### src/rtl/iiq_issue_select.sv
// Integer issue queue consumer: tag wakeup, oldest-ready select
// and a single-entry issue register toward the integer ALU.
`ifndef IIQ_N_ENTRIES
`define IIQ_N_ENTRIES 8
`endif

module iiq_issue_select #(
  parameter int N_ENTRIES     = `IIQ_N_ENTRIES,
  parameter int TAG_WIDTH     = 6,
  parameter int PAYLOAD_WIDTH = 32,
  parameter int ENTRY_WIDTH   =
    3*TAG_WIDTH+2+PAYLOAD_WIDTH
) (
  input  logic clk,
  input  logic rst_aL,
  input  logic flush,
  input  logic [N_ENTRIES-1:0] entry_valid,
  input  logic [N_ENTRIES-1:0][ENTRY_WIDTH-1:0]
    entry_douts,
  input  logic deq_valid,
  input  logic [ENTRY_WIDTH-1:0] deq_data,
  output logic deq_ready,
  output logic [N_ENTRIES-1:0] deq_sel_onehot,
  output logic [N_ENTRIES-1:0] wr_en,
  output logic [N_ENTRIES-1:0][ENTRY_WIDTH-1:0]
    wr_data,
  input  logic cdb_valid,
  input  logic [TAG_WIDTH-1:0] cdb_tag,
  output logic iss_valid,
  input  logic iss_ready,
  output logic [TAG_WIDTH-1:0] iss_dst_tag,
  output logic [PAYLOAD_WIDTH-1:0] iss_payload,
  output logic bcast_valid,
  output logic [TAG_WIDTH-1:0] bcast_tag
);

  // Field positions, MSB->LSB:
  // {src1_rdy, src1_tag, src2_rdy, src2_tag, dst_tag, payload}
  localparam int P_DST = PAYLOAD_WIDTH;
  localparam int P_S2T = P_DST + TAG_WIDTH;
  localparam int P_S2R = P_S2T + TAG_WIDTH;
  localparam int P_S1T = P_S2R + 1;
  localparam int P_S1R = P_S1T + TAG_WIDTH;

  logic r_iss_valid;
  logic [TAG_WIDTH-1:0] r_iss_dst;
  logic [PAYLOAD_WIDTH-1:0] r_iss_pay;
  logic r_bcast_valid;
  logic [TAG_WIDTH-1:0] r_bcast_tag;

  logic [N_ENTRIES-1:0] w_elig;
  logic [N_ENTRIES-1:0] w_wake;
  logic [N_ENTRIES-1:0] w_lowest;
  logic w_any;
  logic w_slot_free;
  logic w_deq_ready;
  logic w_fire;
  logic [TAG_WIDTH-1:0] w_deq_dst;
  logic [PAYLOAD_WIDTH-1:0] w_deq_pay;
  logic w_unused_src;

  // Per-entry wakeup match and ready-bit update.
  for (genvar gi = 0; gi < N_ENTRIES; gi++) begin : g_ent
    logic w_s1_rdy;
    logic w_s2_rdy;
    logic [TAG_WIDTH-1:0] w_s1_tag;
    logic [TAG_WIDTH-1:0] w_s2_tag;
    logic w_s1_hit;
    logic w_s2_hit;
    logic w_s1_set;
    logic w_s2_set;

    assign w_s1_rdy = entry_douts[gi][P_S1R];
    assign w_s2_rdy = entry_douts[gi][P_S2R];
    assign w_s1_tag =
      entry_douts[gi][P_S1T +: TAG_WIDTH];
    assign w_s2_tag =
      entry_douts[gi][P_S2T +: TAG_WIDTH];

    assign w_s1_hit =
      (cdb_valid && (w_s1_tag == cdb_tag)) ||
      (r_bcast_valid && (w_s1_tag == r_bcast_tag));
    assign w_s2_hit =
      (cdb_valid && (w_s2_tag == cdb_tag)) ||
      (r_bcast_valid && (w_s2_tag == r_bcast_tag));

    assign w_s1_set =
      entry_valid[gi] & ~w_s1_rdy & w_s1_hit;
    assign w_s2_set =
      entry_valid[gi] & ~w_s2_rdy & w_s2_hit;

    assign w_wake[gi] = w_s1_set | w_s2_set;

    // Stored bits only: a same-cycle wakeup waits a cycle.
    assign w_elig[gi] =
      entry_valid[gi] & w_s1_rdy & w_s2_rdy;

    always_comb begin
      wr_data[gi] = entry_douts[gi];
      wr_data[gi][P_S1R] = w_s1_rdy | w_s1_set;
      wr_data[gi][P_S2R] = w_s2_rdy | w_s2_set;
    end
  end

  assign w_any = |w_elig;
  assign w_lowest =
    w_elig & (~w_elig + N_ENTRIES'(1));

  assign w_slot_free = ~r_iss_valid | iss_ready;
  assign w_deq_ready =
    rst_aL & w_slot_free & w_any & ~flush;
  assign w_fire = w_deq_ready & deq_valid;

  assign w_deq_dst = deq_data[P_DST +: TAG_WIDTH];
  assign w_deq_pay = deq_data[PAYLOAD_WIDTH-1:0];
  assign w_unused_src = ^deq_data[ENTRY_WIDTH-1:P_S2T];

  assign deq_ready = w_deq_ready;
  assign deq_sel_onehot =
    w_deq_ready ? w_lowest : '0;

  // The entry leaving this cycle must not be rewritten.
  assign wr_en =
    rst_aL ? (w_wake & ~deq_sel_onehot) : '0;

  // Issue register and registered self-wakeup broadcast.
  always_ff @(posedge clk or negedge rst_aL) begin
    if (!rst_aL) begin
      r_iss_valid   <= 1'b0;
      r_iss_dst     <= '0;
      r_iss_pay     <= '0;
      r_bcast_valid <= 1'b0;
      r_bcast_tag   <= '0;
    end else begin
      if (flush) begin
        r_iss_valid <= 1'b0;
      end else if (w_fire) begin
        r_iss_valid <= 1'b1;
      end else if (iss_ready) begin
        r_iss_valid <= 1'b0;
      end
      if (w_fire) begin
        r_iss_dst   <= w_deq_dst;
        r_iss_pay   <= w_deq_pay;
        r_bcast_tag <= w_deq_dst;
      end
      r_bcast_valid <= w_fire & ~flush;
    end
  end

  assign iss_valid   = r_iss_valid;
  assign iss_dst_tag = r_iss_dst;
  assign iss_payload = r_iss_pay;
  assign bcast_valid = r_bcast_valid;
  assign bcast_tag   = r_bcast_tag;

endmodule

### config.mk
export PLATFORM = sky130hd
export DESIGN_NAME = iiq_issue_select
export DESIGN_NICKNAME = d
export VERILOG_FILES = /design/src/rtl/iiq_issue_select.sv
export SDC_FILE = /design/constraint.sdc
export NUM_CORES = 1
export LEC_CHECK = 0
export ABC_AREA = 1
export BUFFER_PORTS_ARGS = -buffer_cell sky130_fd_sc_hd__buf_2
export CORE_AREA = 5 5 373 375
export CTS_BUF_LIST = sky130_fd_sc_hd__clkbuf_4 sky130_fd_sc_hd__clkbuf_8
export DETAILED_ROUTE_END_ITERATION = 16
export DIE_AREA = 0 0 378 380
export PLACE_DENSITY_LB_ADDON = 0.08
export SKIP_LAST_GASP = 1
export SYNTH_ARGS = -nofsm -noshare
export SYNTH_HDL_FRONTEND = slang
export SYNTH_SLANG_ARGS = --single-unit
### constraint.sdc
create_clock -name clk -period 1.8 [get_ports clk]
set_clock_uncertainty 0.05 [all_clocks]
set_input_delay 0 -clock clk [delete_from_list [all_inputs] [get_ports clk]]
set_output_delay 0 -clock clk [all_outputs]
set_load 0.02 [all_outputs]
==> impl_metrics.py, run 1 <==
metrics = {
    "worst_setup_path": {
        "critPathBufInv": 4,
        "cp.required_ns": 1.75,
        "slowest_delay_ns": 0.46,
        "worstPathArrival_ns": 2.01,
        "crit_chain": "inv_2 > buf_12 > nand2_1 > nand2_1 > inv_1 > nand2_1 > nor2_2 > nand2_2 > nand2_4 > nand2_4 > a21oi_4 > buf_6",
        "rrSetupSlack_ns": 0.10,
        "r2r-end": "iss_dst_tag[3]",
        "r2r_start": "iss_valid",
        "crit_top_cell": "nand2_1",
        "worstSetupEndpointType": "output port",
        "crit_fanout": 13,
        "startpoint_type": "flop",
        "criticalPathCategory": "flop to output port",
        "reg2regPathDepth": 10,
        "path_delay_family": "simple AND/OR/NAND/NOR gates",
        "cpMaxStageDelayCell": "dfrtp_2",
    },
    "floorplan": {
        "dieArea_mm2": 0.144,
        "die_x_um": 378,
        "die_height_um": 380,
        "ioPinCount": 967,
        "core_area_mm2": 0.135,
        "core.rowCount": 135,
        "initial_core_util_pct": 6.08,
    },
    "grt": {
        "antenna_found_initial": 22,
        "grt_pass1_vias": 10368,
        "grt-ovfl-total": 0,
        "grt_use_total_pct": 9.17,
        "busiest_layer": "met2",
        "gr-usage-met3_pct": 1.44,
        "grt_pass1_wl_mm": 90.5,
        "use_met2_pct": 16.9,
        "grt_max_degree": 25,
        "met1_usage_pct": 11.7,
    },
    "route": {
        "ant_nets": 0,
        "wl_per_cell_um": 19.8,
        "firstDrtPassIters": 5,
        "vias": 9720,
        "route.detailed.drc": 0,
        "viasPerCell": 2.73,
        "drt_iter0_drc": 395,
        "postRouteWirelength_mm": 70.8,
    },
    "power_and_ir_drop": {
        "p_clk_share_pct": 9.7,
        "internal_power_uw": 3700,
        "power_density_mw_per_mm2": 534,
        "p_seq_share_pct": 16.3,
        "p_comb_share_pct": 74.0,
        "p_leak_uw": 0.00710,
        "sw_frac_of_total_pct": 53.2,
        "ir_worst_vdd_mv": 0.263,
        "p_sw_uw": 4210,
    },
    "layout": {
        "nNetsFinal": 2263,
        "mostFrequentLayoutCells": "nand2_1, dlygate4sd3_1, buf_2, inv_1, nor2_1",
        "final_common_cell": "nand2_1",
        "stdcell_area_mm2": 0.0148,
        "fillers": 15692,
        "drive_gt1_share_pct": 34.9,
        "instances_no_fill": 3566,
        "area_growth_pct": 80.7,
    },
    "timing": {
        "tightest_slew_ns": 0.391,
        "setup_ws_ns": -0.263,
        "finalHoldViolations": 0,
        "fin_crit_ns": 2.06,
        "maxSlewHeadroom_pct": 73.9,
        "fmax_mhz": 485,
        "rsz0062_at_grt": "true",
        "drv_slew": 0,
        "setup_violations": 25,
        "fin_crit_sh_pct": 115,
    },
    "clocking": {
        "clock_latency_ns": 0.33,
        "clock-sinks": 40,
        "htree_levels": 2,
        "cts_buffer_depth": 2,
        "root_buffer": "clkbuf_8",
        "cts_tree": "built",
        "clk_pin_slew_worst_paths_ns": 0.12,
        "cts_made_buffers": 5,
    },
    "place": {
        "placed_cells": 3182,
        "port_buffers": 344,
        "place_area_mm2": 0.00999,
        "routabilityCongestion": 0.721,
        "dp_hpwl_mm": 55.8,
    },
    "logic_synthesis": {
        "synth_seq_cells": 40,
        "synth_area_mm2": 0.00820,
        "yosysSeqAreaShare_pct": 12.2,
        "netlist_instances": 1401,
        "syn-mean-instance-area_um2": 5.85,
        "synth.distinct_cells": 30,
        "syn-num-nets": 1889,
        "yosys_warnings": 0,
    },
    "flow_run": {
        "maxCapViolCount": 0,
    },
    "worst_hold_path": {
        "hold_path.class": "input port to async pin",
    },
    "status": {
        "status": "complete, but fails checks",
        "violations": "negative setup slack",
    },
}
[cell families (layout without fill, tap and decap cells)]
logic type,after synthesis,in the layout,share of synthesized area (%)
DFF,40,40,12.2
AOI/OAI and AO/OA,80,80,5.33
other,0,9,0
and+or+nand+nor,647,647,31.8
buffers and inverters,599,974,47.0
xor gates and xnor gates,35,35,3.74
[what timing repair did]
item	4_1_cts	5_1_grt
buffers inserted	26	4
resized for setup	250	51
pin swaps	65	53
endpoints found under the setup margin	68	64
hold buffers	345	0
hold endpoints to repair	359	0
gates cloned	3	1
[synth_stat cells]
master / n / area, um^2
inv_4: 1 / 6.26
o211ai_1: 10 / 75.1
clkbuf_1: 7 / 26.3
clkinv_1: 1 / 3.75
nor3_4: 1 / 16.3
nand2_4: 1 / 11.3
a31oi_1: 1 / 6.26
nor2_2: 1 / 6.26
dfrtp_1: 40 / 1000
xnor2_1: 10 / 87.6
o31ai_1: 1 / 7.51
a21oi_1: 24 / 120
nor2_8: 1 / 20.0
nand3_2: 3 / 30.0
inv_2: 3 / 11.3
nand3_1: 42 / 210
o22ai_1: 6 / 37.5
xor2_1: 25 / 219
nor2_1: 94 / 353
o21ai_0: 38 / 190
nand4_1: 18 / 113
nor4_1: 2 / 12.5
nor3_1: 4 / 20.0
nand2_1: 476 / 1790
buf_4: 413 / 3100
buf_2: 23 / 115
buf_6: 3 / 33.8
inv_1: 148 / 556
nand2_2: 1 / 6.26
or2_2: 3 / 18.8
[worst max path at each step]
stage / from / end / slack (ns) / depth (start not counted)
after floorplan: iss_dst_tag[5] / wr_en[2] / 0.09 / 9
after global placement: bcast_valid / wr_en[5] / -0.51 / 11
after detailed placement: bcast_valid / wr_en[5] / -0.48 / 11
after CTS: iss_dst_tag[0] / wr_en[0] / -0.36 / 10
after global routing: iss_dst_tag[0] / wr_en[6] / -0.38 / 11
final: iss_dst_tag[1] / wr_en[5] / -0.26 / 12
[flip-flops by register name (all words and copies together), names as in the netlist]
name and cells:
iss_payload 32, iss_dst_tag 6, bcast_valid 1, iss_valid 1
[power groups by stage]
stage,combinational [uW],sequential [uW],clock (uW)
6_report,5850,1290,764
2_1_floorplan,2740,1520,0
5_1_grt,6310,1320,846
4_1_cts,5840,1290,845
3_5_place_dp,4150,1280,0
3_3_place_gp,4190,1290,0
[stage by stage]
stage | hold slack [ns] | utilization, % | total power, uW | setup slack [ns] | setup TNS (ns)
floorplan | -0.346 | - | 4260 | 0.0941 | 0
global placement | -0.0499 | 7.40 | 5480 | -0.507 | -5.24
detailed placement | -0.0499 | 7.40 | 5430 | -0.478 | -4.75
CTS | 0.175 | 10.8 | 7970 | -0.358 | -6.64
global route | 0.225 | 11.0 | 8480 | -0.376 | -6.86
finish | 0.160 | 11.0 | 7910 | -0.263 | -3.83
[routing by layer]
layer  part of all wire, %  up-vias
li1                      -     4580
met2                    50      546
met1                    44     4566
met4                  0.37        8
met3                   5.5       20
met5                 0.089        -
[worst min-delay path, cell delays in order]
cell,delay (ns)
buf_2,0.10
dlygate4sd3_1,0.54
buf_4,0.34
[final cells by class]
type | count | area [um^2] | share of cell area (%)
Antenna cell | 9 | 22.5 | 0.152
Clock buffer | 5 | 68.8 | 0.465
Clock inverter | 3 | 21.3 | 0.144
Inverter | 153 | 592 | 3.99
Multi-Input combinational cell | 762 | 4010 | 27.1
Sequential cell | 40 | 1010 | 6.80
Tap cell | 1781 | 2230 | 15.0
Timing Repair Buffer | 813 | 6860 | 46.3
No activity file was read; power rests on OpenSTA's default activity.
==> run 2: changes to the inputs <==
- ABC_CLOCK_PERIOD_IN_PS: not set -> 1900
- clock period: 1.8 -> 1.9 ns (I/O delays scaled with it)
==> impl_metrics.py, run 2 (synthesis results as in run 1) <==
metrics = {
    "worst_setup_path": {
        "criticalPathCategory": "flop to output port",
        "crit_chain": "buf_12 > nand2_1 > nand3_2 > nor2_1 > nand2_1 > nand2_2 > buf_12 > nand2_4 > a21oi_4 > buf_6",
        "worstSetupEndpointType": "output port",
        "rrSetupSlack_ns": 0.18,
        "cp.required_ns": 1.85,
        "path_delay_family": "simple AND/OR/NAND/NOR gates",
        "cpMaxStageDelayCell": "dfrtp_1",
        "worstPathArrival_ns": 2.02,
        "critPathBufInv": 3,
        "crit_fanout": 15,
        "slowest_delay_ns": 0.44,
        "startpoint_type": "flop",
    },
    "floorplan": {
        "die_x_um": 378,
        "dieArea_mm2": 0.144,
        "core.rowCount": 135,
        "initial_core_util_pct": 6.08,
        "ioPinCount": 967,
        "core_area_mm2": 0.135,
        "die_height_um": 380,
    },
    "status": {
        "violations": "negative hold slack, negative setup slack",
        "status": "complete, but fails checks",
    },
    "layout": {
        "area_growth_pct": 73.5,
        "final_common_cell": "nand2_1",
        "drive_gt1_share_pct": 32.2,
        "nNetsFinal": 2240,
        "mostFrequentLayoutCells": "nand2_1, dlygate4sd3_1, buf_2, inv_1, nor2_1",
        "largest_reg_flops": 32,
    },
    "route": {
        "drt_iter0_drc": 360,
        "wl_per_cell_um": 19.8,
        "ant_nets": 0,
        "viasPerCell": 2.69,
        "route.detailed.drc": 0,
        "vias": 9530,
        "postRouteWirelength_mm": 70.2,
        "firstDrtPassIters": 5,
    },
    "timing": {
        "fin_crit_ns": 2.07,
        "setup_ws_ns": -0.174,
        "hold_ws_ns": -0.233,
        "tightest_slew_ns": 0.760,
        "fin_crit_sh_pct": 109,
        "finalHoldViolations": 40,
        "drv_slew": 0,
        "maxSlewHeadroom_pct": 49.3,
        "rsz0062_at_grt": "true",
        "setup_violations": 19,
        "fmax_mhz": 482,
    },
    "grt": {
        "grt_use_total_pct": 9.08,
        "antenna_found_initial": 24,
        "grt_pass1_wl_mm": 89.5,
        "grt_pass1_vias": 10109,
        "grt-ovfl-total": 0,
        "grt_max_degree": 43,
    },
    "power_and_ir_drop": {
        "ir_worst_vdd_mv": 0.247,
        "power_density_mw_per_mm2": 507,
        "power_uw": 7210,
        "p_leak_uw": 0.00680,
    },
    "clocking": {
        "root_buffer": "clkbuf_8",
        "hold_buffers": 344,
        "htree_levels": 2,
        "cts_tree": "built",
        "cts_buffer_depth": 2,
        "clock_latency_ns": 0.33,
        "clk_pin_slew_worst_paths_ns": 0.10,
        "clock-sinks": 40,
        "cts_made_buffers": 5,
    },
    "place": {
        "dp_hpwl_mm": 55.1,
        "port_buffers": 344,
        "routabilityCongestion": 0.722,
    },
    "worst_hold_path": {
        "hold_path.class": "input port to async pin",
    },
    "flow_run": {
        "maxCapViolCount": 0,
    },
}
run 2: cell types whose count changed in the layout (fill, tap and decap cells not counted), sizes merged:
cell / before / now
nor2: 96 / 97
clkinv: 1 / 0
inv: 154 / 153
buf: 466 / 444
diode: 9 / 8
dlygate4sd3: 345 / 344
clkbuf: 7 / 8
run 2: final timing paths:
check | start | end | cells after the start
setup / recovery | iss_dst_tag[0] | wr_en[6] | 10
hold / removal | rst_aL | iss_payload[16] | 2
setup reg to reg | iss_valid | iss_payload[17] | 11
hold reg to reg | iss_payload[23] | iss_payload[23] | 2
max in group asynchronous | rst_aL | iss_dst_tag[5] | 2
min in group clk | entry_douts[258] | wr_data[258] | 2
run 2: through the flow:
stage / cells / area, um^2 / utilization (%) / TNS (ns) / setup slack (ns)
2_1_floorplan: 1401 / 8200 / - / 0 / 0.194
3_3_place_gp: 3163 / 9800 / 7.26 / -1.44 / -0.354
3_5_place_dp: 3163 / 9800 / 7.26 / -1.21 / -0.313
4_1_cts: 3523 / 13900 / 10.3 / -4.32 / -0.241
5_1_grt: 3538 / 14200 / 10.5 / -5.21 / -0.306
6_report: 3542 / 14200 / 10.5 / -1.57 / -0.174
run 2: report_power, final:
| part | switching, uW | leakage (uW) | internal (uW) |
|---|---|---|---|
| clock network | 413 | 0.0000479 | 312 |
| registers | 160 | 0.000496 | 1060 |
| logic | 3240 | 0.00625 | 2030 |
run 2: layout make-up:
class,count,area [um^2]
fill,15705,121000
timing repair buffer,789,6480
multi-input combinational,763,3810
tap,1781,2230
sequential,40,1010
inverter,153,584
clock buffer,7,90.1
antenna,8,20.0
clock inverter,1,7.51
run 2: worst reg2reg max path, cell delays in order (launching register included):
cell	delay (ns)
dfrtp_1	0.39
inv_1	0.07
nor2_1	0.07
nor3_4	0.20
nand2_4	0.11
buf_12	0.14
nor2_8	0.11
buf_4	0.15
inv_4	0.04
buf_4	0.17
nand2_1	0.08
nand2_1	0.04
run 2: repair_timing:
action,in CTS,in global routing
setup buffers,11,10
pin swaps,38,37
gates resized for setup,166,38
endpoints found under the hold margin,383,40
setup endpoints to repair,40,38
gates cloned,1,1
run 2: layer usage:
layer / GRT usage [%] / up-vias / wire, um
li1: - / 4527 / -
met1: 11.5 / 4422 / 30700
met2: 16.6 / 552 / 35200
met3: 1.51 / 19 / 4010
met4: 0.788 / 10 / 238
met5: 0 / - / 69
